===== src/rtl/mult_div_unit_if.sv =====
// Issue/result bundle between the EX stage and the iterative multiply/divide unit.
interface mult_div_unit_if #(
    parameter int unsigned WIDTH = 32
);
    logic             start;
    logic [1:0]       op;
    logic             sign;
    logic [WIDTH-1:0] a;
    logic [WIDTH-1:0] b;
    logic             flush;
    logic             busy;
    logic             done;
    logic [WIDTH-1:0] hi;
    logic [WIDTH-1:0] lo;

    modport master (
        output start, op, sign, a, b, flush,
        input  busy, done, hi, lo
    );

    modport slave (
        input  start, op, sign, a, b, flush,
        output busy, done, hi, lo
    );
endinterface


===== src/rtl/mult_div_unit.sv =====
// Iterative shift-add multiplier / restoring divider owning the architectural HI/LO pair.
module mult_div_unit #(
    parameter int unsigned WIDTH = 32
) (
    input logic            clk,
    input logic            reset,
    mult_div_unit_if.slave bus
);
    localparam int unsigned CntW = $clog2(WIDTH);

    typedef enum logic [2:0] {StIdle, StMul, StDiv, StFix, StDz} state_e;

    state_e               state_q, state_d;
    logic [CntW-1:0]      cnt_q, cnt_d;
    logic [2*WIDTH-1:0]   acc_q, acc_d;
    logic [WIDTH-1:0]     mcand_q, mcand_d;
    logic                 neg_res_q, neg_res_d;
    logic                 neg_rem_q, neg_rem_d;
    logic                 is_div_q, is_div_d;
    logic [WIDTH-1:0]     hi_q, hi_d;
    logic [WIDTH-1:0]     lo_q, lo_d;
    logic                 busy_q, done_q;
    logic                 commit;

    logic [WIDTH-1:0]     a_abs, b_abs;
    logic [WIDTH:0]       mul_sum;
    logic [WIDTH:0]       div_shift;
    logic [WIDTH-1:0]     div_diff;
    logic                 div_ge;
    logic [2*WIDTH-1:0]   prod_neg;

    assign a_abs = (bus.sign && bus.a[WIDTH-1]) ? -bus.a : bus.a;
    assign b_abs = (bus.sign && bus.b[WIDTH-1]) ? -bus.b : bus.b;

    // acc holds {partial product, remaining multiplier} or {remainder, dividend/quotient}
    assign mul_sum   = {1'b0, acc_q[2*WIDTH-1:WIDTH]} + {1'b0, (acc_q[0] ? mcand_q : '0)};
    assign div_shift = acc_q[2*WIDTH-1:WIDTH-1];
    assign div_ge    = div_shift >= {1'b0, mcand_q};
    assign div_diff  = div_shift[WIDTH-1:0] - mcand_q;
    assign prod_neg  = -acc_q;

    always_comb begin
        state_d   = state_q;
        cnt_d     = cnt_q;
        acc_d     = acc_q;
        mcand_d   = mcand_q;
        neg_res_d = neg_res_q;
        neg_rem_d = neg_rem_q;
        is_div_d  = is_div_q;
        hi_d      = hi_q;
        lo_d      = lo_q;
        commit    = 1'b0;

        unique case (state_q)
            StIdle: begin
                if (bus.start && !bus.flush) begin
                    unique case (bus.op)
                        2'b00: begin
                            mcand_d   = a_abs;
                            acc_d     = {{WIDTH{1'b0}}, b_abs};
                            neg_res_d = bus.sign & (bus.a[WIDTH-1] ^ bus.b[WIDTH-1]);
                            neg_rem_d = 1'b0;
                            is_div_d  = 1'b0;
                            cnt_d     = '0;
                            state_d   = StMul;
                        end
                        2'b01: begin
                            is_div_d = 1'b1;
                            cnt_d    = '0;
                            if (bus.b == '0) begin
                                mcand_d = bus.a;
                                state_d = StDz;
                            end else begin
                                mcand_d   = b_abs;
                                acc_d     = {{WIDTH{1'b0}}, a_abs};
                                neg_res_d = bus.sign & (bus.a[WIDTH-1] ^ bus.b[WIDTH-1]);
                                neg_rem_d = bus.sign & bus.a[WIDTH-1];
                                state_d   = StDiv;
                            end
                        end
                        2'b10: hi_d = bus.a;
                        2'b11: lo_d = bus.a;
                        default: ;
                    endcase
                end
            end
            StMul: begin
                acc_d = {mul_sum, acc_q[WIDTH-1:1]};
                cnt_d = cnt_q + 1'b1;
                if (cnt_q == CntW'(WIDTH - 1)) state_d = StFix;
            end
            StDiv: begin
                acc_d = div_ge ? {div_diff, acc_q[WIDTH-2:0], 1'b1}
                               : {div_shift[WIDTH-1:0], acc_q[WIDTH-2:0], 1'b0};
                cnt_d = cnt_q + 1'b1;
                if (cnt_q == CntW'(WIDTH - 1)) state_d = StFix;
            end
            StFix: begin
                if (is_div_q) begin
                    lo_d = neg_res_q ? -acc_q[WIDTH-1:0] : acc_q[WIDTH-1:0];
                    hi_d = neg_rem_q ? -acc_q[2*WIDTH-1:WIDTH] : acc_q[2*WIDTH-1:WIDTH];
                end else begin
                    {hi_d, lo_d} = neg_res_q ? prod_neg : acc_q;
                end
                commit  = 1'b1;
                state_d = StIdle;
            end
            StDz: begin
                hi_d    = mcand_q;
                lo_d    = '1;
                commit  = 1'b1;
                state_d = StIdle;
            end
            default: state_d = StIdle;
        endcase

        // Abort drops the op entirely, including a commit that would happen this edge
        if (bus.flush && state_q != StIdle) begin
            state_d = StIdle;
            hi_d    = hi_q;
            lo_d    = lo_q;
            commit  = 1'b0;
        end
    end

    always_ff @(posedge clk or negedge reset) begin
        if (!reset) begin
            state_q   <= StIdle;
            cnt_q     <= '0;
            acc_q     <= '0;
            mcand_q   <= '0;
            neg_res_q <= 1'b0;
            neg_rem_q <= 1'b0;
            is_div_q  <= 1'b0;
            hi_q      <= '0;
            lo_q      <= '0;
            busy_q    <= 1'b0;
            done_q    <= 1'b0;
        end else begin
            state_q   <= state_d;
            cnt_q     <= cnt_d;
            acc_q     <= acc_d;
            mcand_q   <= mcand_d;
            neg_res_q <= neg_res_d;
            neg_rem_q <= neg_rem_d;
            is_div_q  <= is_div_d;
            hi_q      <= hi_d;
            lo_q      <= lo_d;
            busy_q    <= (state_d != StIdle);
            done_q    <= commit;
        end
    end

    assign bus.busy = busy_q;
    assign bus.done = done_q;
    assign bus.hi   = hi_q;
    assign bus.lo   = lo_q;
endmodule


===== src/flat_wrapper.sv =====
// flat-port wrapper written by rule: the top's interface ports become plain ports
module mult_div_unit_flat 
#(
    parameter int unsigned WIDTH = 32
)
  (clk, reset, bus_start, bus_op, bus_sign, bus_a, bus_b, bus_flush, bus_busy, bus_done, bus_hi, bus_lo);
  mult_div_unit_if #(.WIDTH(WIDTH)) bus_i ();
  input logic clk;
  input logic reset;
  input wire logic [$bits(bus_i.start)-1:0] bus_start;
  input wire logic [$bits(bus_i.op)-1:0] bus_op;
  input wire logic [$bits(bus_i.sign)-1:0] bus_sign;
  input wire logic [$bits(bus_i.a)-1:0] bus_a;
  input wire logic [$bits(bus_i.b)-1:0] bus_b;
  input wire logic [$bits(bus_i.flush)-1:0] bus_flush;
  output wire logic [$bits(bus_i.busy)-1:0] bus_busy;
  output wire logic [$bits(bus_i.done)-1:0] bus_done;
  output wire logic [$bits(bus_i.hi)-1:0] bus_hi;
  output wire logic [$bits(bus_i.lo)-1:0] bus_lo;
  assign bus_i.start = bus_start;
  assign bus_i.op = bus_op;
  assign bus_i.sign = bus_sign;
  assign bus_i.a = bus_a;
  assign bus_i.b = bus_b;
  assign bus_i.flush = bus_flush;
  assign bus_busy = bus_i.busy;
  assign bus_done = bus_i.done;
  assign bus_hi = bus_i.hi;
  assign bus_lo = bus_i.lo;
  mult_div_unit #(.WIDTH(WIDTH)) u_core (.clk(clk), .reset(reset), .bus(bus_i));
endmodule

===== config.mk =====
export PLATFORM = sky130hd
export DESIGN_NAME = mult_div_unit_flat
export DESIGN_NICKNAME = d
export VERILOG_FILES = /design/src/rtl/mult_div_unit_if.sv /design/src/rtl/mult_div_unit.sv /design/src/flat_wrapper.sv
export SDC_FILE = /design/constraint.sdc
export NUM_CORES = 1
export LEC_CHECK = 0
export ABC_CLOCK_PERIOD_IN_PS = 3000
export CELL_PAD_IN_SITES_DETAIL_PLACEMENT = 0
export CELL_PAD_IN_SITES_GLOBAL_PLACEMENT = 1
export CORE_UTILIZATION = 44
export DETAILED_ROUTE_END_ITERATION = 8
export DONT_BUFFER_PORTS = 1
export PLACE_DENSITY = 0.82
export SETUP_SLACK_MARGIN = 0.4
export SYNTH_ARGS = -nofsm -noshare
export SYNTH_HDL_FRONTEND = slang
export SYNTH_SLANG_ARGS = --single-unit

===== constraint.sdc =====
create_clock -name clk -period 3 [get_ports clk]
set_input_delay 0.45 -clock clk [delete_from_list [all_inputs] [get_ports clk]]
set_output_delay 0.45 -clock clk [all_outputs]
set_load 0.01 [all_outputs]

# == After elaboration in Yosys (flattened, before gate mapping) ==
# Index checks and enable logic that the tools add are counted.
# classes
order_cmp,1
add_sub_neg,8
reduce_logical,23
n_mux,37
eq_ne,15
bitwise,4
# op_table
op,n
$mux 32,12
$mux 64,4
$pmux 32 s3,2
$pmux 64 s3,1
$neg 32->32,4
$pmux 64 s2,1
$neg 64->64,1
$pmux 32 s2,1
$add 32x32->33,1
$ge 33x32->1,1
$logic_not 32->1,1
$sub 32x32->32,1
$reduce_and 4->1,4
$mux 3,4
$pmux 3 s2,2
$reduce_bool 3->1,4
$mux 5,2
$pmux 5 s2,1
$ne 2x2->1 const B,4
$eq 3x2->1 const B,2
$ne 3x3->1 const B,2
$pmux 1 s2,3
$reduce_and 3->1,2
$reduce_or 2->1,3
other kinds (16),25
# totals
elab_cells,99
inputBits,71
register_bits,173

# == Longest topological paths before layout ==
# depth
word_depth,7
mapped_depth,14
ltp_nobuf,13

# == Worst setup path before layout ==
# Ideal clock, no wire load.
# synth_path
path_type,flip-flop to flip-flop
startpoint,register u_core.acc_q[0]
endpoint,register u_core.acc_q[56]
path_slack_ps,-307
t_arrival_ps,3181
setup_ps,126
t_required_ps,2874
stages_incl_launch_ff,14
period_less_slack_ps,3307
path_buffers,1
path_cell_list,dfrtp_1 inv_1 clkbuf_1 nor2_1 ha_1 a21oi_1 nor2_1 a211oi_1 a21oi_1 o41ai_1 nor2b_1 o21bai_1 xor2_1 a221o_1
# synth_between
elab_chain_cells,3
# synth_rtl
element,line_no,source
start: declaration,mult_div_unit.sv:15,"logic [2*WIDTH-1:0] acc_q, acc_d;"
start signal: assignment,mult_div_unit.sv:130,acc_q <= '0;
start signal: assignment,mult_div_unit.sv:142,acc_q <= acc_d;
$mux 32,mult_div_unit.sv:36,"assign mul_sum = {1'b0, acc_q[2*WIDTH-1:WIDTH]} + {1'b0, (acc_q[0] ? mcand_q : '0)};"
$add 32x32->33,mult_div_unit.sv:36,
$pmux 64 s3,mult_div_unit.sv:54,unique case (state_q)
# Every way passes these cells.
# A chain may end at the register's enable or synchronous reset.

# == Worst setup path in the final report ==
# Same ends and word-level chain as after synthesis.

==> flow_summary.ini <==
[placement]
dp_cells = 2705
placed_area_sq_mm = 0.0187
preCtsSetupSlack_ps = -261
gp_congestion = 0.999
port_buffers = 0
dp_hpwl_mm = 51.3

[die]
fp.dieW_um = 190
coreArea_sq_mm = 0.0347
start_util_pct = 44.9
design.die.area_sq_mm = 0.0362
num_rows = 68
die_h_um = 190
ioPinCount = 137

[sta]
timing.final.crit_share_pct = 109
period_minus_slack_ps = 3260
report.final.slew_viol_count = 0
finalSetupViolations = 51
max_clock_freq_mhz = 307
fin_ws_ps = -257
holdWs_ps = -309
relSlewSlack_pct = 45.9
worst_pin_slew_ps = 810
fin_skew_ps = 22.5
rsz0062_at_grt = true
finalHoldViolCount = 173

[finish]
fin_area_sq_mm = 0.0215
fin_nets = 2487
utilization_pct = 61.8
drive_gt1_share_pct = 31.6
final_cells = 2812
syn2layout_area_growth_pct = 37.7
mostFrequentLayoutCell = buf_4
final_cell_mix = buf_4 (342), nand2_1 (222), nor2_1 (195), dfrtp_1 (167), a21oi_1 (118)
insertedDiodeCount = 0

[clock_network]
clockBufferDepth = 2
cts_max_level = 4
clkSinkCount = 173
cts_buffers = 17
clk_latency_ps = 480
clk_pin_slew_ps = 80
cts_tree = done
cts_root_buf = clkbuf_16

[pwr]
p_leak_uw = 0.00920
powerDensity_mw_per_mm2 = 899
ir_drop_uv = 556
total_power_uw = 19300

[yosys]
async_flop_share_pct = 100
synthAdderAreaFrac_pct = 5.88
synth_top_family_by_area = compound AO/OA/AOI/OAI gates
ys_seq_elements = 173
synth_nets = 2204
ys_top_cells_by_area = dfrtp_1 (28%), nand2_1 (5.6%), ha_1 (5.6%)
synth.cell_area_sq_mm = 0.0156
synth_top_area_share_pct = 27.8
synth_top_flop_cell = dfrtp_1
post_synth_xor_area_fraction_pct = 9.33
netlist_instances = 2061
ys_seq_area_share_pct = 27.8
yosysUniqueCellTypes = 81
synth_mux_area_share_pct = 0.851
syn_avg_cell_area_sq_um = 7.56
synth-compound-area-share_pct = 30.7
synth_edf_count = 0
yosys.area_share.simple_pct = 20.4
yosys_warnings = 0
yosys.area.top_type = dfrtp_1

[status]
failed_checks = hold timing, setup timing
status = finished, violations left

[route]
vias = 18200
vias_per_cell = 6.47
first_pass_iters = 6
antenna_left = 0
routed_wl_mm = 69.7
drc = 0
drtIter0Drc = 2173
wl_per_cell_um = 24.8

[hold_path]
min_path_type = primary input to asynchronous set/reset pin

[global_route]
first_global_vias = 17100
grt_max_degree = 174
grtUsageTotal_pct = 37.6
gr-total-overflow = 0
grt_pass1_wl_mm = 103
antenna_found_initial = 1

[worst_setup_path]
cp-end-kind = flip-flop
cp.required_ps = 3340
reg2reg_from = u_core.acc_q[0]
regToRegEndpoint = u_core.acc_q[56]
start_kind = flip-flop
slowest_stage = dfrtp_1
cp_cell_sequence = inv_4, buf_12, buf_4, nor2_1, ha_1, buf_4, and3_1, a21oi_2, a21oi_4, o41ai_4, buf_4, nor2b_4, o21bai_1, xor2_1, a221o_1
rr_worst_depth = 15
crit_end = u_core.acc_q[56]
path_class = flip-flop to flip-flop
path_common_cell = buf_4
arrival_ps = 3600
critPathLaunch = u_core.acc_q[0]
r2r_slack_ps = -260
critPathMaxStageDelay_ps = 440
cp_max_fo = 7

[run]
drv_cap = 0
==> kinds of logic (layout without fill, tap and decap cells) <==
family / after synthesis / after routing
compound gates: 738 / 738
simple gates: 696 / 696
buf+inv: 203 / 499
flops: 173 / 173
xor+xnor: 166 / 166
fa+ha+maj: 72 / 72
mux: 13 / 13
==> sequential cells by signal, indices dropped and copies added, names as in the netlist <==
name	cells
u_core.is_div_q	1
u_core.state_q	3
u_core.neg_rem_q	1
u_core.bus.hi	32
u_core.acc_q	64
u_core.cnt_q	5
u_core.neg_res_q	1
u_core.bus.lo	32
u_core.bus.done	1
u_core.bus.busy	1
u_core.mcand_q	32
==> final cells by class <==
| cell class | instances | area (sq um) |
|---|---|---|
| sequential | 173 | 4340 |
| clock buffer | 20 | 437 |
| fill | 2932 | 13200 |
| multi-input combinational | 1685 | 12200 |
| inverter | 62 | 269 |
| tap | 455 | 569 |
| clock inverter | 12 | 128 |
| timing repair buffer | 405 | 3490 |
==> report_power, final <==
| part | leakage (uW) | internal [uW] | switching (uW) | total, uW |
|---|---|---|---|---|
| Clock | 0.000266 | 1170 | 1110 | 2280 |
| Sequential | 0.00208 | 3050 | 954 | 4000 |
| Combinational | 0.00685 | 6070 | 6940 | 13000 |
| Total | 0.00920 | 10300 | 9010 | 19300 |
==> critical path, delay by kind of cell (launching register included) <==
family	cells	cell delay [ps]
AND/OR/NAND/NOR	3	490
adder cells (fa/ha/maj)	1	320
XOR/XNOR	1	140
AO/OA/AOI/OAI	5	930
flip-flops	1	440
buffers and inverters	5	800
==> how the worst min path moves through the flow <==
stage | to | slack, ps | from | depth (start not counted)
floorplan | u_core.acc_q[0] | 150 | reset | 0
detailed placement | u_core.acc_q[42] | 170 | reset | 0
global placement | u_core.acc_q[46] | 170 | reset | 0
global route | u_core.acc_q[42] | -320 | reset | 0
finish | u_core.acc_q[42] | -310 | reset | 0
CTS | u_core.acc_q[47] | -320 | reset | 0
==> synth_stat cells (all sizes together), types with 19 or more instances <==
master    n
a211oi   19
a21o     31
a21oi   161
a221oi   22
a222oi   20
a22oi    35
a31oi    43
buf      19
clkbuf  122
dfrtp   173
ha       70
inv      62
nand2   234
nand3    26
nor2    232
nor3     47
o21ai   226
o22a     28
o31ai    26
or3      30
xnor2    72
xor2     94
==> stage by stage <==
stage,TNS (ps),hold slack (ps)
3_5_place_dp,-11900,170
2_1_floorplan,-310,154
5_1_grt,-8840,-319
4_1_cts,-1630,-323
6_report,-5000,-309
3_3_place_gp,-6140,168
==> timing repair <==
action,CTS,global route
setup buffers,32,39
gates cloned,3,1
hold endpoints to repair,173,173
gates resized for setup,206,156
pin swaps,112,115
setup endpoints to repair,109,121
==> per-layer routing <==
layer | global-route usage (%) | vias up | wire length, um
li1 | - | 8114 | -
met3 | 9.13 | 204 | 7510
met5 | 0 | - | 0
met1 | 48.7 | 8754 | 27200
met2 | 57.8 | 1119 | 30800
met4 | 20.3 | 0 | 4190
No activity file was read; power rests on OpenSTA's default activity.
